--- config.mk ---
export PLATFORM = sky130hd
export DESIGN_NAME = uart_rx_param
export DESIGN_NICKNAME = d
export VERILOG_FILES = /design/src/rtl/uart_pkg.sv /design/src/rtl/uart_rx_sampler.sv /design/src/rtl/uart_rx_param.sv
export SDC_FILE = /design/constraint.sdc
export NUM_CORES = 1
export LEC_CHECK = 0
export ABC_AREA = 1
export CORE_UTILIZATION = 50
export CTS_CLUSTER_DIAMETER = 200
export DETAILED_ROUTE_END_ITERATION = 16
export DONT_BUFFER_PORTS = 1
export PLACE_DENSITY_LB_ADDON = 0.2
export SETUP_SLACK_MARGIN = 0.2
export SLEW_MARGIN = 0
export SYNTH_ARGS = -nofsm -noshare
export SYNTH_HDL_FRONTEND = slang
export SYNTH_SLANG_ARGS = --single-unit
--- constraint.sdc ---
create_clock -name clk -period 4.2 [get_ports clk]
set_input_delay 0.63 -clock clk [delete_from_list [all_inputs] [get_ports clk]]
set_output_delay 0.63 -clock clk [all_outputs]
set_load 0.01 [all_outputs]
--- src/rtl/uart_pkg.sv ---
// Shared UART definitions for the parametrised receiver and the future transmitter.
package uart_pkg;
  localparam int PARITY_NONE = 0;
  localparam int PARITY_EVEN = 1;
  localparam int PARITY_ODD  = 2;

  typedef enum logic [2:0] {IDLE, START, DATA, PARITY, STOP} rx_state_t;

  function automatic logic maj3(input logic a, input logic b, input logic c);
    return (a & b) | (a & c) | (b & c);
  endfunction
endpackage

--- src/rtl/uart_rx_sampler.sv ---
// Line synchroniser, oversample tick counter and 3-vote majority sampler.
module uart_rx_sampler
  import uart_pkg::*;
#(
  parameter int OVERSAMPLE = 16
) (
  input  logic clk,
  input  logic rst,
  input  logic rxd,
  input  logic tick,
  input  logic active,
  output logic rxs,
  output logic bit_val,
  output logic bit_noise,
  output logic bit_strobe,
  output logic bit_end
);
  localparam int TW = $clog2(OVERSAMPLE);
  localparam logic [TW-1:0] V0   = TW'(OVERSAMPLE/2 - 1);
  localparam logic [TW-1:0] V1   = TW'(OVERSAMPLE/2);
  localparam logic [TW-1:0] V2   = TW'(OVERSAMPLE/2 + 1);
  localparam logic [TW-1:0] LAST = TW'(OVERSAMPLE - 1);

  logic [1:0]    sync_q;
  logic [TW-1:0] tick_cnt_q, tick_cnt_d;
  logic          v0_q, v0_d, v1_q, v1_d;
  logic          adv;

  assign rxs = sync_q[1];
  assign adv = active & tick;

  // Counter is held at 0 while idle so a new frame always starts aligned.
  always_comb begin
    tick_cnt_d = tick_cnt_q;
    v0_d       = v0_q;
    v1_d       = v1_q;
    if (!active)   tick_cnt_d = '0;
    else if (tick) tick_cnt_d = (tick_cnt_q == LAST) ? '0 : tick_cnt_q + 1'b1;
    if (adv && tick_cnt_q == V0) v0_d = rxs;
    if (adv && tick_cnt_q == V1) v1_d = rxs;
  end

  // Third vote is the live sample, so the verdict is ready on the V2 tick.
  assign bit_strobe = adv && (tick_cnt_q == V2);
  assign bit_end    = adv && (tick_cnt_q == LAST);
  assign bit_val    = maj3(v0_q, v1_q, rxs);
  assign bit_noise  = (v0_q != v1_q) || (v1_q != rxs);

  always_ff @(posedge clk or posedge rst) begin
    if (rst) begin
      sync_q     <= 2'b11;
      tick_cnt_q <= '0;
      v0_q       <= 1'b0;
      v1_q       <= 1'b0;
    end else begin
      sync_q     <= {sync_q[0], rxd};
      tick_cnt_q <= tick_cnt_d;
      v0_q       <= v0_d;
      v1_q       <= v1_d;
    end
  end
endmodule

--- src/rtl/uart_rx_param.sv ---
// Parametrised UART receiver: frame FSM with parity, stop-bit and noise reporting.
module uart_rx_param
  import uart_pkg::*;
#(
  parameter int DATA_BITS   = 8,
  parameter int PARITY_MODE = 1,
  parameter int STOP_BITS   = 1,
  parameter int OVERSAMPLE  = 16
) (
  input  logic                 clk,
  input  logic                 reset,
  input  logic                 Rx_EN,
  input  logic                 RxD,
  input  logic                 Rx_sample_ENABLE,
  output logic [DATA_BITS-1:0] Rx_DATA,
  output logic                 Rx_valid,
  output logic                 Rx_FERROR,
  output logic                 Rx_PERROR,
  output logic                 Rx_NOISE,
  output logic                 Rx_busy
);
  localparam int BW = $clog2(DATA_BITS + 1);
  localparam logic [BW-1:0] LAST_BIT = BW'(DATA_BITS - 1);

  rx_state_t            state_q, state_d;
  logic [BW-1:0]        bit_cnt_q, bit_cnt_d;
  logic                 stop_cnt_q, stop_cnt_d;
  logic [DATA_BITS-1:0] shift_q, shift_d;
  logic                 par_q, par_d;
  logic                 pe_acc_q, pe_acc_d, fe_acc_q, fe_acc_d, ne_acc_q, ne_acc_d;
  logic [DATA_BITS-1:0] data_q, data_d;
  logic                 valid_q, valid_d, fe_q, fe_d, pe_q, pe_d, ne_q, ne_d;

  logic rxs, bit_val, bit_noise, bit_strobe, bit_end;

  uart_rx_sampler #(.OVERSAMPLE(OVERSAMPLE)) u_sampler (
    .clk        (clk),
    .rst        (reset),
    .rxd        (RxD),
    .tick       (Rx_sample_ENABLE),
    .active     (state_q != IDLE),
    .rxs        (rxs),
    .bit_val    (bit_val),
    .bit_noise  (bit_noise),
    .bit_strobe (bit_strobe),
    .bit_end    (bit_end)
  );

  always_comb begin
    state_d    = state_q;
    bit_cnt_d  = bit_cnt_q;
    stop_cnt_d = stop_cnt_q;
    shift_d    = shift_q;
    par_d      = par_q;
    pe_acc_d   = pe_acc_q;
    fe_acc_d   = fe_acc_q;
    ne_acc_d   = ne_acc_q;
    data_d     = data_q;
    valid_d    = 1'b0;
    fe_d       = fe_q;
    pe_d       = pe_q;
    ne_d       = ne_q;
    if (!Rx_EN) begin
      state_d = IDLE;
    end else begin
      case (state_q)
        IDLE: if (Rx_sample_ENABLE && !rxs) begin
          state_d  = START;
          par_d    = 1'b0;
          pe_acc_d = 1'b0;
          fe_acc_d = 1'b0;
          ne_acc_d = 1'b0;
        end
        START: begin
          if (bit_strobe) begin
            ne_acc_d = bit_noise;
            if (bit_val) state_d = IDLE;
          end
          if (bit_end) begin
            bit_cnt_d = '0;
            state_d   = DATA;
          end
        end
        DATA: begin
          if (bit_strobe) begin
            shift_d  = {bit_val, shift_q[DATA_BITS-1:1]};
            par_d    = par_q ^ bit_val;
            ne_acc_d = ne_acc_q | bit_noise;
          end
          if (bit_end) begin
            bit_cnt_d = bit_cnt_q + 1'b1;
            if (bit_cnt_q == LAST_BIT) begin
              state_d    = (PARITY_MODE == PARITY_NONE) ? STOP : PARITY;
              stop_cnt_d = 1'b0;
            end
          end
        end
        PARITY: begin
          if (bit_strobe) begin
            pe_acc_d = (PARITY_MODE == PARITY_ODD) ? ~(par_q ^ bit_val) : (par_q ^ bit_val);
            ne_acc_d = ne_acc_q | bit_noise;
          end
          if (bit_end) begin
            state_d    = STOP;
            stop_cnt_d = 1'b0;
          end
        end
        STOP: begin
          // Leave at the last stop vote, giving half a bit of resync margin.
          if (bit_strobe) begin
            fe_acc_d = fe_acc_q | ~bit_val;
            ne_acc_d = ne_acc_q | bit_noise;
            if ((STOP_BITS == 1) || (stop_cnt_q == 1'b1)) begin
              state_d = IDLE;
              valid_d = 1'b1;
              data_d  = shift_q;
              fe_d    = fe_acc_d;
              pe_d    = pe_acc_q;
              ne_d    = ne_acc_d;
            end
          end
          if (bit_end) stop_cnt_d = 1'b1;
        end
        default: state_d = IDLE;
      endcase
    end
  end

  always_ff @(posedge clk or posedge reset) begin
    if (reset) begin
      state_q    <= IDLE;
      bit_cnt_q  <= '0;
      stop_cnt_q <= 1'b0;
      shift_q    <= '0;
      par_q      <= 1'b0;
      pe_acc_q   <= 1'b0;
      fe_acc_q   <= 1'b0;
      ne_acc_q   <= 1'b0;
      data_q     <= '0;
      valid_q    <= 1'b0;
      fe_q       <= 1'b0;
      pe_q       <= 1'b0;
      ne_q       <= 1'b0;
    end else begin
      state_q    <= state_d;
      bit_cnt_q  <= bit_cnt_d;
      stop_cnt_q <= stop_cnt_d;
      shift_q    <= shift_d;
      par_q      <= par_d;
      pe_acc_q   <= pe_acc_d;
      fe_acc_q   <= fe_acc_d;
      ne_acc_q   <= ne_acc_d;
      data_q     <= data_d;
      valid_q    <= valid_d;
      fe_q       <= fe_d;
      pe_q       <= pe_d;
      ne_q       <= ne_d;
    end
  end

  assign Rx_DATA   = data_q;
  assign Rx_valid  = valid_q;
  assign Rx_FERROR = fe_q;
  assign Rx_PERROR = pe_q;
  assign Rx_NOISE  = ne_q;
  assign Rx_busy   = (state_q != IDLE);
endmodule

==> impl_metrics.yaml <==
die:
  die-width_um: 65.02
  die-area_mm2: 0.004228
  start_util_pct: 53.04
  die_h_um: 65.02
  io_pins: 18
  coreArea_mm2: 0.003744
  row_count: 22
sta:
  fin_crit_sh_pct: 49.69
  setup_viol: 0
  max_freq_ghz: 0.4791
  slew_headroom_pct: 43.36
  rsz0062_at_grt: "false"
  worst_pin_slew_ns: 0.8468
  setup-tns-final_ns: 0
  hold_viol_final: 0
  maxSlewViolCount: 0
  min_period_ns: 2.087
  skew_ns: 0.008601
  holdWs_ns: 0.3315
finish:
  diodes: 0
  fin_nets: 240
  final-instance-count-excl-fill: 277
  drive_above_1_share_pct: 13.54
  design_area_mm2: 0.002103
  syn2layout_area_growth_pct: 5.923
clock_network:
  cts.sinks: 39
  h-tree-depth: 2
  path_clk_slew_ns: 0.08
  clockRootBuffer: "clkbuf_8"
  cts_setup_buffers: 0
  clockBufferDepth: 2
  cts.repair.resized: 0
  insertion_delay_ns: 0.29
  numCtsBuffers: 5
  cts_hold_buf: 0
  cts_tree: "done"
logic_synthesis:
  yosys-top-cells-area: "dfrtp_1, nand2_1, o21ai_0"
  ys_types: 29
  ys_ff_latch: 39
  synth_cells: 226
  synth_fp_nets: 237
  ys_warn_count: 0
  synth_top_area_share_pct: 46.63
  avgSynthCellArea_um2: 8.786
  syn-cell-area_mm2: 0.001986
  yosysSeqAreaShare_pct: 49.28
  yosys.area.top_type: "dfrtp_1"
grt:
  grt_overflow: 0
  antenna_found_initial: 0
  grt_max_degree: 40
  grt_pass1_wl_mm: 6.403
  grt_pass1_vias: 1410
  grtUsageTotal_pct: 20.12
worst_setup_path:
  arrival_ns: 2.31
  cp.buffers_inverters: 2
  start_kind: "flop"
  worstSetupPathType: "reg -> reg"
  worstSetupEndpointType: "flop"
  cp_slowest_stage_delay_ns: 0.67
  worst_ep_required_time_ns: 4.42
  crit_slowest_cell: "nor3_4"
  path_cells: "inv_1 -> ha_1 -> inv_1 -> nor2_2 -> nand3_4 -> nor3_4 -> o21ai_0 -> o21ai_0"
  critical_path.top_delay_family: "simple AND/OR/NAND/NOR gates"
  crit_fanout: 23
placed_design:
  io_buffers: 0
  dp_hpwl_mm: 2.537
  dp_cells: 270
  gp_congestion: 0.9000
  postPlaceCellArea_mm2: 0.002001
route:
  postRouteAntennaNets: 0
  dr.pass1.iters: 4
  wl_per_cell_um: 12.97
  drt_iter0_drc: 92
  routed_wl_mm: 3.594
  vias: 1431
  drcViolationCount: 0
  viasPerCell: 5.166
min_path:
  hold_path.class: "in -> async"
pwr:
  leakagePower_nw: 1.013
  power_density_mw_per_mm2: 402.3
  peakVddDrop_v: 0.0001747
  power.total_mw: 0.8461
job:
  max_cap_violations: 0
outcome:
  outcome: "completed"
-- kinds of logic (layout without fill, tap and decap cells) --
family	Yosys count	in the layout	synth area share, %
buffers and inverters	38	41	8.884
xor gates and xnor gates	3	3	1.323
DFF	39	39	49.28
and+or+nand+nor	93	93	23.19
adders and majority gates	6	6	3.781
AOI/OAI and AO/OA	47	47	13.55
-- power by group --
part	switching, mW	total (mW)	internal, mW
clock network	0.125	0.299	0.174
logic	0.0904	0.135	0.0446
registers	0.0209	0.412	0.391
total	0.237	0.846	0.610
-- state kept, by name (all words and copies together), names as in the netlist --
name	flops
Rx_DATA	8
Rx_FERROR	1
Rx_NOISE	1
Rx_PERROR	1
Rx_valid	1
bit_cnt_q	4
fe_acc_q	1
ne_acc_q	1
par_q	1
pe_acc_q	1
shift_q	8
state_q	3
u_sampler.sync_q	2
u_sampler.tick_cnt_q	4
u_sampler.v0_q	1
u_sampler.v1_q	1
-- layout by cell type, fill, tap and decap left out, drive strengths merged, types with 3 or more instances in the layout --
cell / Yosys / layout
nand2: 49 / 49
dfrtp: 37 / 37
inv: 33 / 33
o21ai: 32 / 32
nor2: 21 / 21
nand3: 15 / 15
a21oi: 10 / 10
ha: 6 / 6
clkbuf: 0 / 6
nand4: 4 / 4
xor2: 3 / 3
-- final cells by class --
type	instances	area [µm²]
fillers	368	1640
flip-flops and latches	39	978.4
clock inverters	1	30.03
repair buffers	1	7.507
well taps	48	60.06
inverters	33	123.9
multi-input cells	149	830.8
clock buffers	6	72.57
-- cells in the mapped netlist --
cell type,count
inv_2,4
ha_1,6
nand2_4,1
a21oi_1,5
buf_4,1
a21oi_2,5
buf_6,4
nand4_1,4
nand3_2,1
nand3_4,2
o22ai_1,1
nand2_1,48
or2_2,1
dfrtp_1,37
nor3_1,1
o21ai_0,25
o21a_1,2
inv_1,29
nand3b_1,1
o211ai_1,2
nor2_4,2
dfstp_2,2
xor2_1,3
nor3_4,1
nand3_1,12
nor2_1,15
o21ai_2,1
nor2_2,4
o21ai_1,6
-- path summary, 6_finish.rpt --
kind / start / endpoint / slack (ns) / depth (start not counted)
hold reg to reg: u_sampler.sync_q[0] / u_sampler.sync_q[1] / 0.35 / 0
setup / recovery: u_sampler.tick_cnt_q[1] / Rx_FERROR / 2.11 / 8
hold / removal: reset / Rx_PERROR / 0.33 / 2
min in group clk: RxD / u_sampler.sync_q[0] / 0.33 / 0
setup reg to reg: u_sampler.tick_cnt_q[1] / Rx_FERROR / 2.11 / 8
max in group asynchronous: reset / u_sampler.sync_q[0] / 3.49 / 2
-- metrics by stage --
| step | worst slack [ns] | util (%) |
|---|---|---|
| finish | 2.113 | 56.18 |
| global route | 1.859 | 56.18 |
| CTS | 2.094 | 56.18 |
| detailed placement | 2.107 | 53.44 |
| global placement | 2.177 | 53.44 |
| floorplan | 2.684 | - |
-- per-layer routing --
layer,wire [µm],vias to the layer above,track usage (%)
li1,-,735,-
met1,1769,670,27.14
met2,1572,21,29.82
met3,188,5,6.338
met4,63,0,8.152
met5,0,-,0
Power figures use the tool's default switching activity.
